`src/rtl/isa_pkg.sv`:
```
// Shared ISA definitions for the 16-bit RISC pipeline: opcode encodings,
// the one/two-word instruction classifier and the fetch FSM state type.
package isa_pkg;

  localparam logic [4:0] OP_NOP  = 5'b00000;
  localparam logic [4:0] OP_NOT  = 5'b00011;
  localparam logic [4:0] OP_IADD = 5'b00111;
  localparam logic [4:0] OP_LDM  = 5'b10100;
  localparam logic [4:0] OP_LDD  = 5'b10101;
  localparam logic [4:0] OP_STD  = 5'b10110;
  localparam logic [4:0] OP_INT  = 5'b11111;

  typedef enum logic {S_OP = 1'b0, S_IMM = 1'b1} fetch_state_t;

  // Opcodes followed by a 16-bit immediate word in memory.
  function automatic logic is_two_word(input logic [4:0] op);
    return (op == OP_IADD) || (op == OP_LDM) || (op == OP_LDD) || (op == OP_STD);
  endfunction

endpackage

```
`src/rtl/fetch_stage.sv`:
```
// Instruction fetch + IF/ID register. Assembles one- and two-word
// instructions into {instruction, immediate} for decode.
// Optional feature macro: FETCH_INT_EN (interrupt injection via irq).
module fetch_stage
  import isa_pkg::*;
#(
  parameter int unsigned       ADDR_W   = 16,
  parameter logic [ADDR_W-1:0] RESET_PC = 16'h0000
) (
  input  logic              clk,
  input  logic              reset,
  output logic [ADDR_W-1:0] imem_addr,
  input  logic [15:0]       imem_data,
  input  logic              stall,
  input  logic              redirect,
  input  logic [ADDR_W-1:0] redirect_pc,
`ifdef FETCH_INT_EN
  input  logic              irq,
`endif
  output logic [15:0]       instruction,
  output logic [15:0]       immediate,
  output logic              if_valid,
  output logic [ADDR_W-1:0] if_pc_next
);

  fetch_state_t      state;
  logic [ADDR_W-1:0] pc;
  logic [15:0]       op_hold;
  logic [ADDR_W-1:0] pc_inc;
`ifdef FETCH_INT_EN
  logic              irq_pending;
`endif

  assign imem_addr = pc;
  assign pc_inc    = pc + {{(ADDR_W-1){1'b0}}, 1'b1};

  // PC, fetch FSM and IF/ID register; priority reset > redirect > stall > fetch.
  always_ff @(posedge clk or posedge reset) begin
    if (reset) begin
      pc          <= RESET_PC;
      state       <= S_OP;
      op_hold     <= '0;
      instruction <= '0;
      immediate   <= '0;
      if_valid    <= 1'b0;
      if_pc_next  <= '0;
`ifdef FETCH_INT_EN
      irq_pending <= 1'b0;
`endif
    end else begin
`ifdef FETCH_INT_EN
      // Level irq is latched every edge; cleared below only when injected.
      irq_pending <= irq_pending | irq;
`endif
      if (redirect) begin
        // Flush: any half-assembled two-word instruction is dropped.
        pc       <= redirect_pc;
        state    <= S_OP;
        op_hold  <= '0;
        if_valid <= 1'b0;
      end else if (!stall) begin
        case (state)
          S_IMM: begin
            instruction <= op_hold;
            immediate   <= imem_data;
            if_valid    <= 1'b1;
            if_pc_next  <= pc_inc;
            pc          <= pc_inc;
            state       <= S_OP;
          end
          default: begin
`ifdef FETCH_INT_EN
            if (irq_pending) begin
              // Inject INT; the word at PC is refetched next cycle.
              instruction <= {OP_INT, 11'b0};
              immediate   <= 16'(pc);
              if_valid    <= 1'b1;
              if_pc_next  <= pc;
              irq_pending <= 1'b0;
            end else
`endif
            if (is_two_word(imem_data[15:11])) begin
              op_hold  <= imem_data;
              pc       <= pc_inc;
              if_valid <= 1'b0;
              state    <= S_IMM;
            end else begin
              instruction <= imem_data;
              immediate   <= '0;
              if_valid    <= 1'b1;
              if_pc_next  <= pc_inc;
              pc          <= pc_inc;
            end
          end
        endcase
      end
    end
  end

endmodule

```
`config.mk`:
```
export PLATFORM = sky130hd
export DESIGN_NAME = fetch_stage
export DESIGN_NICKNAME = d
export VERILOG_FILES = /design/src/rtl/isa_pkg.sv /design/src/rtl/fetch_stage.sv
export SDC_FILE = /design/constraint.sdc
export NUM_CORES = 1
export LEC_CHECK = 0
export ABC_AREA = 1
export ABC_CLOCK_PERIOD_IN_PS = 8100
export CELL_PAD_IN_SITES_DETAIL_PLACEMENT = 2
export CELL_PAD_IN_SITES_GLOBAL_PLACEMENT = 2
export CORE_ASPECT_RATIO = 1.2
export CORE_MARGIN = 1
export CORE_UTILIZATION = 30
export CTS_BUF_LIST = sky130_fd_sc_hd__clkbuf_8
export DETAILED_ROUTE_END_ITERATION = 10
export PLACE_DENSITY = 0.84
export SETUP_SLACK_MARGIN = 0.4
export SYNTH_ARGS = -nofsm -noshare
export SYNTH_HDL_FRONTEND = slang
export SYNTH_SLANG_ARGS = --single-unit
```
`constraint.sdc`:
```
create_clock -name clk -period 8.1 [get_ports clk]
set_input_delay 1.62 -clock clk [delete_from_list [all_inputs] [get_ports clk]]
set_output_delay 1.62 -clock clk [all_outputs]
set_load 0.01 [all_outputs]
```
Word-level counts from Yosys, hierarchy flattened. Cells that the tools add are included.

Register bits: 82. Bits of input ports: 36. Output and inout bits: 65. Logic and storage cells: 43.

Add/sub/neg operators: 1. Equality and inequality tests: 7. Multiplexer cells: 20. Bitwise gates (word level): 2. Reductions and logical operators: 6.

Operators with widths (number): 16-bit 2-to-1 mux (12); 16-bit by 1-bit adder with 16-bit output, second input constant (1); 5-bit == test, second input constant (3); 1-bit 2-to-1 mux (8); 3-bit AND reduction (2); 5-bit by 3-bit == test with 1-bit output, second input constant (1); 2-bit inequality test, second input constant (2); 1-bit logical OR (3); 2-bit by 1-bit inequality test with 1-bit output, second input constant (1); 1-bit inverter (2); 2-bit nonzero test (1).

Depth between registers and ports, before layout. Gate-level depths: netlist (run 1).

Depth in word-level cells: 8. Gate-level depth with buffers: 9. Gate-level depth less buffers: 9.

Worst setup path after synthesis (run 1). No wires, ideal clock.

Path kind: input port to flip-flop. Start point: input port redirect. End point: register if_pc_next[1]. Setup time: 128 ps. Arrival time: 2457 ps. Data required time: 7972 ps. Slack: 5515 ps. Cell stages on the path: 8. Buffers on the path: 2. Cells stage by stage: buf_4 nor2_8 inv_2 nor2_4 inv_4 buf_4 nand2_1 o21ai_1.

Cells in the longest elaborated chain, start to end: 2.

RTL lines: from (decl) (line fetch_stage.sv:15) `input logic redirect,`; 1-bit inverter (no source line); 3-bit AND reduction (no source line); to (signal assigned) (line fetch_stage.sv:67) `if_pc_next <= pc_inc;`; to (signal assigned) (line fetch_stage.sv:91) `if_pc_next <= pc_inc;`; to (decl) (line fetch_stage.sv:23) `output logic [ADDR_W-1:0] if_pc_next`.

No other way between the ends. A chain may end at the register's enable or synchronous reset.

Worst setup path in the final report (run 1).
Start point: input port redirect. End point: register if_pc_next[0].

Same word-level chain as after synthesis.

==> results.py, run 1 <==
metrics = {
    "grt": {
        "first_global_vias": 4011,
        "overflow": 0,
        "grt_pass1_wl_mm": 20.1,
        "antenna_found_initial": 0,
        "grt_max_degree": 83,
        "grt_util_all_layers": 0.195,
    },
    "setup_path": {
        "crit_type": "input port to flop",
        "cp-start-kind": "input port",
        "critPathRequiredTime_ns": 8.33,
        "critPathCaptureType": "flop",
        "path_max_fanout": 52,
        "critPathArrivalTime_ns": 4.13,
        "r2r_slack_ns": 5.87,
    },
    "synthesis": {
        "synth_warnings": 0,
        "syn_inst": 482,
        "ys_types": 26,
        "synth_area_per_cell_sq_um": 7.92,
        "synth_ff_type": "dfrtp_1",
        "async_reset_ff_frac": 1.00,
        "syn_area_sq_um": 3820,
        "syn_nets": 519,
        "synth-seq-area-share": 0.538,
        "ys_seq_elements": 82,
        "synth-edff-count": 0,
    },
    "clock_network": {
        "cts_hold_buf": 0,
        "post_cts_buffers": 0,
        "clkLatencyLatePin_ns": 0.36,
        "clock-sinks": 82,
        "htree_num_levels": 3,
        "cts_tree": "built",
        "path_clk_slew_ns": 0.08,
        "cts_root_buf": "clkbuf_8",
        "cts_buffers": 9,
        "post_cts_resized": 0,
        "cts_buffer_depth": 2,
    },
    "placement": {
        "place_congestion": 0.715,
        "postPlaceCellArea_sq_um": 4940,
        "port_buffers": 100,
        "dp_hpwl_mm": 8.46,
        "post-place-ws_ns": 3.71,
    },
    "cells_and_area": {
        "final_common_cell": "nand2_1",
        "area_growth_pct": 33.5,
        "drive_gt1_frac": 0.0500,
        "postLayoutCoreUtil": 0.415,
        "layout_common_cells": "nand2_1, clkdlybuf4s50_1, dfrtp_1, nand3_1, inv_1",
        "nNetsFinal": 613,
        "design_area_sq_um": 5100,
        "n_antenna_cell": 0,
    },
    "pwr": {
        "cellPowerDensity_nw_per_um2": 188,
        "vdd_drop_max_v": 0.0000653,
        "cellLeakagePower_nw": 2.46,
    },
    "routing": {
        "detail-route-antenna-nets": 0,
        "wl_per_cell_um": 16.2,
        "vias": 3561,
        "wl_mm": 12.0,
        "drc": 0,
        "via_per_inst": 4.81,
        "drtIter0Drc": 90,
        "detail_route.first_pass.iterations": 4,
    },
    "sta": {
        "setup_viol": 0,
        "setup_tns_ns": 0,
        "period_share": 0.482,
        "relSlewSlack": 0.300,
        "worst_slack_ns": 4.19,
        "skew_ns": 0.0102,
        "hold_viol": 0,
        "max_freq_ghz": 0.256,
        "drv_slew": 0,
        "finalCriticalPeriod_ns": 3.91,
        "tightest_slew_ns": 1.05,
        "rsz0062_at_grt": "false",
    },
    "die": {
        "start_util": 0.311,
        "dieArea_sq_um": 13200,
        "core_sq_um": 12300,
        "chipHeight_um": 126,
        "rows": 44,
        "pin_count": 101,
        "die_x_um": 105,
    },
    "flow_run": {
        "cap_viol_max_count": 0,
    },
    "status": {
        "outcome": "finished clean",
    },
    "worst_hold_path": {
        "hold_path_class": "flop to flop",
    },
}
==> kinds of logic (layout without fill, tap and decap cells) <==
group	count (synthesis)	count (layout)	synth area share
AO/OA/AOI/OAI	49	49	0.0672
adder cells (fa/ha/maj)	1	1	0.00328
XOR/XNOR	6	6	0.0138
buffers and inverters	62	160	0.0698
AND/OR/NAND/NOR	282	282	0.308
flip-flops	82	82	0.538
==> sequential cells by signal, indices dropped and copies added (netlist names) <==
register	cells
if_pc_next	16
imem_addr	16
immediate	16
instruction	16
op_hold	16
if_valid	1
state	1
==> metrics by stage <==
stage / hold slack [ns] / instances / total power [W]
detailed placement: 0.462 / 726 / 0.000706
CTS: 0.484 / 741 / 0.000973
finish: 0.476 / 741 / 0.000960
global route: 0.508 / 741 / 0.00101
floorplan: 0.469 / 482 / 0.000577
global placement: 0.457 / 726 / 0.000696
==> worst max-delay path, stage by stage <==
cell             delay [ns]
clkdlybuf4s50_1        0.40
buf_4                  0.22
nor2_8                 0.30
inv_2                  0.10
nor2_4                 0.76
inv_4                  0.46
nand2_1                0.17
o21ai_1                0.09
==> metal layers <==
metal	up-vias	global-route usage	routed length [um]
li1	1695	-	-
met1	1784	0.221	5080
met2	70	0.367	6450
met3	12	0.0328	318
met4	0	0.0655	159
met5	-	0	0
==> report_power, final <==
part | internal (W) | leakage, nW | switching [W]
Combinational | 0.000106 | 1.31 | 0.000106
Sequential | 0.000448 | 1.07 | 0.0000337
Clock | 0.000107 | 0.0783 | 0.000158
==> final timing paths <==
check                                           startpoint  depth (start not counted)                          to
worst max-delay path                              redirect                          8   if_pc_next[0]$_DFFE_PP0P_
worst min-delay path            instruction[6]$_DFFE_PP0P_                          2  instruction[6]$_DFFE_PP0P_
worst max register to register           state$_DFFE_PP0P_                          7   if_pc_next[0]$_DFFE_PP0P_
worst min register to register  instruction[6]$_DFFE_PP0P_                          2  instruction[6]$_DFFE_PP0P_
max in group asynchronous                            reset                          3   immediate[10]$_DFFE_PP0P_
min in group asynchronous                            reset                          3   if_pc_next[0]$_DFFE_PP0P_
==> layout make-up <==
cell class / count / area [sq um]
clock buffers: 9 / 124
clock inverters: 6 / 36.3
fillers: 1431 / 7180
inverters: 42 / 161
multi-input cells: 338 / 1500
flip-flops and latches: 82 / 2050
well taps: 161 / 201
repair buffers: 103 / 1020
==> cells in the mapped netlist, drive strengths merged (2+ instances only) <==
cell      n  area [sq um]
buf      15          87.6
clkbuf    5          18.8
dfrtp    82          2050
inv      42           160
nand2   206           781
nand3    53           265
nand4     3          18.8
nor2     19           105
o211ai    2          15.0
o21ai    44           220
xor2      5          43.8
(Power assumes the default switching activity.)
==> run 2: changes to the inputs <==
--- a/config.mk
+++ b/config.mk
@@ -6,15 +6,15 @@
 export NUM_CORES = 1
 export LEC_CHECK = 0
 export ABC_AREA = 1
-export ABC_CLOCK_PERIOD_IN_PS = 8100
+export ABC_CLOCK_PERIOD_IN_PS = 3450
 export CELL_PAD_IN_SITES_DETAIL_PLACEMENT = 2
 export CELL_PAD_IN_SITES_GLOBAL_PLACEMENT = 2
 export CORE_ASPECT_RATIO = 1.2
 export CORE_MARGIN = 1
-export CORE_UTILIZATION = 30
+export CORE_UTILIZATION = 26
 export CTS_BUF_LIST = sky130_fd_sc_hd__clkbuf_8
 export DETAILED_ROUTE_END_ITERATION = 10
-export PLACE_DENSITY = 0.84
+export PLACE_DENSITY = 0.77
 export SETUP_SLACK_MARGIN = 0.4
 export SYNTH_ARGS = -nofsm -noshare
 export SYNTH_HDL_FRONTEND = slang
==> constraint.sdc (replaced) <==
create_clock -name clk -period 3.45 [get_ports clk]
set_input_delay 0.69 -clock clk [delete_from_list [all_inputs] [get_ports clk]]
set_output_delay 0.69 -clock clk [all_outputs]
set_load 0.01 [all_outputs]
==> run 2 against run 1 <==
The flow now finishes with violations (DRC). Hold slack gained 0.0021 ns. Register-to-register slack got worse by 4.7 ns. Clock-buffer cell count up 1. Clock power grew to 3.0 times the previous value. Combinational power increased by 140%. Via count fell by 0.87%. Critical endpoint is now instruction[4]$_DFFE_PP0P_. Setup slack lost 3.5 ns.
==> results.py, run 2 (synthesized netlist as in run 1, its figures left out) <==
metrics = {
    "placement": {
        "postPlaceCellArea_sq_um": 4970,
        "place_congestion": 0.746,
        "dp_hpwl_mm": 8.63,
        "dpl.cell_count": 741,
        "port_buffers": 100,
    },
    "clock_network": {
        "clkLatencyLatePin_ns": 0.37,
        "cts_hold_buf": 0,
        "post_cts_buffers": 0,
        "htree_num_levels": 3,
        "cts_buffer_depth": 2,
        "path_clk_slew_ns": 0.08,
        "cts_root_buf": "clkbuf_8",
        "cts_buffers": 9,
        "post_cts_resized": 0,
        "clock-sinks": 82,
        "cts_tree": "built",
    },
    "cells_and_area": {
        "fin_cells": 757,
        "area_growth_pct": 36.1,
        "layout_common_cells": "nand2_1, clkdlybuf4s50_1, dfrtp_1, nand3_1, inv_1",
        "n_antenna_cell": 0,
        "postLayoutCoreUtil": 0.362,
        "drive_gt1_frac": 0.0533,
        "final_common_cell": "nand2_1",
        "fillCellCount": 1651,
        "design_area_sq_um": 5190,
        "nNetsFinal": 614,
    },
    "sta": {
        "relSlewSlack": 0.342,
        "skew_ns": 0.00979,
        "period_share": 0.802,
        "hold_viol": 0,
        "setup_viol": 0,
        "drv_slew": 0,
        "finalCriticalPeriod_ns": 2.77,
        "max_freq_ghz": 0.361,
        "setup_tns_ns": 0,
        "tightest_slew_ns": 0.985,
        "rsz0062_at_grt": "false",
    },
    "worst_hold_path": {
        "min-delay-start": "instruction[1]$_DFFE_PP0P_",
        "whs_path_depth": 2,
        "hold_path_class": "flop to flop",
    },
    "setup_path": {
        "crit_start": "imem_data[11]",
        "r2r_cells": 7,
        "timing.rr.start": "state$_DFFE_PP0P_",
        "critPathRequiredTime_ns": 3.70,
        "cp-start-kind": "input port",
        "path_max_fanout": 52,
        "critPathArrivalTime_ns": 3.02,
        "crit_type": "input port to flop",
        "critPathCaptureType": "flop",
    },
    "die": {
        "core_sq_um": 14400,
        "die_x_um": 113,
        "chipHeight_um": 135,
        "pin_count": 101,
        "start_util": 0.266,
        "rows": 48,
        "dieArea_sq_um": 15200,
    },
    "pwr": {
        "total_power_w": 0.00243,
        "vdd_drop_max_v": 0.000151,
        "cellLeakagePower_nw": 2.50,
        "cellPowerDensity_nw_per_um2": 468,
    },
    "grt": {
        "grt_max_degree": 53,
        "overflow": 0,
        "antenna_found_initial": 0,
        "first_global_vias": 3981,
        "grt_pass1_wl_mm": 20.3,
        "grt_util_all_layers": 0.174,
    },
    "status": {
        "violations": "DRC",
        "outcome": "finished, violations left",
    },
    "routing": {
        "drtIter0Drc": 113,
        "wl_per_cell_um": 16.0,
        "detail-route-antenna-nets": 0,
        "vias": 3530,
        "drc": 1,
        "detail_route.first_pass.iterations": 9,
        "wl_mm": 12.1,
        "via_per_inst": 4.66,
    },
    "flow_run": {
        "cap_viol_max_count": 0,
    },
}
[run 2: changes by cell type in the layout (fill, tap and decap cells not counted)]
cell	before	now
buf_12	0	1
bufinv_16	0	2
clkbuf_8	9	10
clkinvlp_4	3	1
[run 2: where the power goes]
group	total (W)	internal, W	switching [W]
sequential	0.00113	0.00105	0.0000807
clock	0.000793	0.000423	0.000371
combinational	0.000502	0.000251	0.000250
[run 2: area by class of cell]
| class | count | area [sq um] | share of cell area |
|---|---|---|---|
| repair buffers | 104 | 1040 | 0.201 |
| clock inverters | 6 | 81.3 | 0.0157 |
| clock buffers | 10 | 138 | 0.0265 |
| well taps | 175 | 219 | 0.0422 |
| flip-flops and latches | 82 | 2050 | 0.395 |
| multi-input cells | 338 | 1500 | 0.288 |
| inverters | 42 | 161 | 0.0311 |
[run 2: final timing paths]
check                                              to  slack [ns]
setup / recovery           instruction[4]$_DFFE_PP0P_        0.68
setup reg to reg           instruction[4]$_DFFE_PP0P_        1.22
hold reg to reg            instruction[1]$_DFFE_PP0P_        0.48
min in group asynchronous   if_pc_next[5]$_DFFE_PP0P_        0.73
hold / removal             instruction[1]$_DFFE_PP0P_        0.48
max in group asynchronous    immediate[1]$_DFFE_PP0P_        2.00
[run 2: per-layer routing]
metal | wire length [um] | vias to the layer above | global-route usage
met1 | 5320 | 1751 | 0.206
met2 | 6360 | 70 | 0.321
li1 | - | 1699 | -
met4 | 150 | 0 | 0.0578
met5 | 0 | - | 0
met3 | 307 | 10 | 0.0247
[run 2: critical path, cell delays in order]
cell and delay [ns]:
clkdlybuf4s50_1 0.53, nand3_1 0.09, nand2_1 0.11, nor2_4 0.08, nor2_4 0.74, inv_4 0.46, nand2_1 0.18, nand2_1 0.07
[run 2: stage by stage]
step	hold slack, ns	setup slack, ns
after global routing	0.504	0.440
after global placement	0.461	0.363
after floorplan	0.469	0.652
after detailed placement	0.463	0.252
after CTS	0.484	0.652
final	0.478	0.684
==> run 3: changes to the inputs <==
--- a/config.mk
+++ b/config.mk
@@ -6,15 +6,15 @@
 export NUM_CORES = 1
 export LEC_CHECK = 0
 export ABC_AREA = 1
-export ABC_CLOCK_PERIOD_IN_PS = 3450
+export ABC_CLOCK_PERIOD_IN_PS = 2900
 export CELL_PAD_IN_SITES_DETAIL_PLACEMENT = 2
 export CELL_PAD_IN_SITES_GLOBAL_PLACEMENT = 2
 export CORE_ASPECT_RATIO = 1.2
 export CORE_MARGIN = 1
-export CORE_UTILIZATION = 26
+export CORE_UTILIZATION = 28
 export CTS_BUF_LIST = sky130_fd_sc_hd__clkbuf_8
 export DETAILED_ROUTE_END_ITERATION = 10
-export PLACE_DENSITY = 0.77
+export PLACE_DENSITY = 0.79
 export SETUP_SLACK_MARGIN = 0.4
 export SYNTH_ARGS = -nofsm -noshare
 export SYNTH_HDL_FRONTEND = slang
==> constraint.sdc (replaced) <==
create_clock -name clk -period 2.9 [get_ports clk]
set_input_delay 0.58 -clock clk [delete_from_list [all_inputs] [get_ports clk]]
set_output_delay 0.58 -clock clk [all_outputs]
set_load 0.01 [all_outputs]
==> run 3 against run 2 <==
The run now ends clean. Critical path depth increased by 1. Non-clock buffer count increased by 2. Die area decreased by 7.0%. Hold slack about the same. Flip-flop and latch count unchanged. Clock-buffer cell count increased by 1. Sequential power increased by 19%. Utilization increased by 2.7 points. Cell count decreased by 0.79%. Critical path type unchanged. Largest power group unchanged.
==> results.py, run 3 (synthesized netlist as in run 1, its figures left out) <==
metrics = {
    "status": {
        "outcome": "finished clean",
    },
    "die": {
        "chipHeight_um": 130,
        "start_util": 0.288,
        "core_sq_um": 13200,
        "die_x_um": 109,
        "pin_count": 101,
        "rows": 46,
        "dieArea_sq_um": 14100,
    },
    "sta": {
        "max_freq_ghz": 0.485,
        "setup_tns_ns": 0,
        "setup_viol": 0,
        "skew_ns": 0.00836,
        "hold_ws_ns": 0.478,
        "hold_viol": 0,
        "relSlewSlack": 0.631,
        "tightest_slew_ns": 0.553,
        "finalCriticalPeriod_ns": 2.06,
        "period_share": 0.711,
        "rsz0062_at_grt": "false",
        "drv_slew": 0,
    },
    "cells_and_area": {
        "drive_gt1_frac": 0.0549,
        "nNetsFinal": 616,
        "final_common_cell": "nand2_1",
        "area_growth_pct": 35.0,
        "n_antenna_cell": 0,
        "fin_cells": 751,
        "layout_common_cells": "nand2_1, clkdlybuf4s50_1, dfrtp_1, nand3_1, inv_1",
        "postLayoutCoreUtil": 0.389,
    },
    "clock_network": {
        "cts_root_buf": "clkbuf_8",
        "post_cts_buffers": 0,
        "clock-sinks": 82,
        "cts_buffers": 9,
        "path_clk_slew_ns": 0.08,
        "cts_hold_buf": 0,
        "cts_tree": "built",
        "htree_num_levels": 3,
        "post_cts_resized": 0,
        "cts_buffer_depth": 2,
        "clkLatencyLatePin_ns": 0.37,
    },
    "setup_path": {
        "crit_type": "input port to flop",
        "r2r_slack_ns": 1.25,
        "cp-start-kind": "input port",
        "path_max_fanout": 52,
        "critPathArrivalTime_ns": 2.36,
        "critPathCaptureType": "flop",
        "critPathRequiredTime_ns": 3.20,
    },
    "placement": {
        "place_congestion": 0.751,
        "port_buffers": 100,
        "dp_hpwl_mm": 8.47,
        "dpl.cell_count": 736,
    },
    "routing": {
        "wl_mm": 12.0,
        "drc": 0,
        "vias": 3522,
        "drtIter0Drc": 81,
        "wl_per_cell_um": 15.9,
        "via_per_inst": 4.69,
        "detail-route-antenna-nets": 0,
        "detail_route.first_pass.iterations": 4,
    },
    "pwr": {
        "total_power_w": 0.00271,
        "cellLeakagePower_nw": 2.49,
        "vdd_drop_max_v": 0.000210,
        "cellPowerDensity_nw_per_um2": 527,
    },
    "grt": {
        "grt_max_degree": 83,
        "first_global_vias": 4004,
        "grt_util_all_layers": 0.186,
        "grt_pass1_wl_mm": 20.0,
        "antenna_found_initial": 0,
        "overflow": 0,
    },
    "worst_hold_path": {
        "hold_path_class": "flop to flop",
    },
    "flow_run": {
        "cap_viol_max_count": 0,
    },
}
-- run 3: worst max-delay path, cell delays in order --
cell             delay, ns
clkdlybuf4s50_1       0.53
inv_1                 0.08
nor2_2                0.10
nand2_1               0.10
nor2_4                0.26
nor2_4                0.07
inv_4                 0.41
nand2_1               0.12
nand2_1               0.10
-- run 3: power breakdown --
group	switching (W)	internal, W	leakage [nW]
Combinational	0.000297	0.000301	1.33
Clock	0.000423	0.000346	0.0961
Sequential	0.0000949	0.00125	1.07
-- run 3: layer usage --
layer	vias up	GRT usage	share of wire
met5	-	0	0
met2	71	0.332	0.52
met1	1734	0.224	0.44
met3	13	0.0275	0.031
met4	0	0.0723	0.016
li1	1704	-	-
-- run 3: final timing paths --
check                                           start                         end  cells after the start
max                                     imem_data[13]    immediate[1]$_DFFE_PP0P_                      9
min                        instruction[7]$_DFFE_PP0P_  instruction[7]$_DFFE_PP0P_                      2
max reg2reg                         state$_DFFE_PP0P_    immediate[1]$_DFFE_PP0P_                      7
min reg2reg                instruction[7]$_DFFE_PP0P_  instruction[7]$_DFFE_PP0P_                      2
max in group asynchronous                       reset  instruction[5]$_DFFE_PP0P_                      3
min in group asynchronous                       reset     op_hold[11]$_DFFE_PP0P_                      3
-- run 3: stage by stage --
step | cell area [sq um] | setup WS [ns]
after floorplan | 3820 | 1.36
after global placement | 4980 | 0.540
after detailed placement | 4980 | 0.441
after CTS | 5150 | 0.809
after global routing | 5150 | 0.660
final | 5150 | 0.838
-- run 3: area by class of cell --
| cell class | instances | area (sq um) |
|---|---|---|
| Multi-Input combinational cell | 338 | 1500 |
| Clock inverter | 4 | 18.8 |
| Sequential cell | 82 | 2050 |
| Inverter | 42 | 164 |
| Timing Repair Buffer | 106 | 1060 |
| Fill cell | 1567 | 8090 |
| Tap cell | 168 | 210 |
| Clock buffer | 11 | 151 |
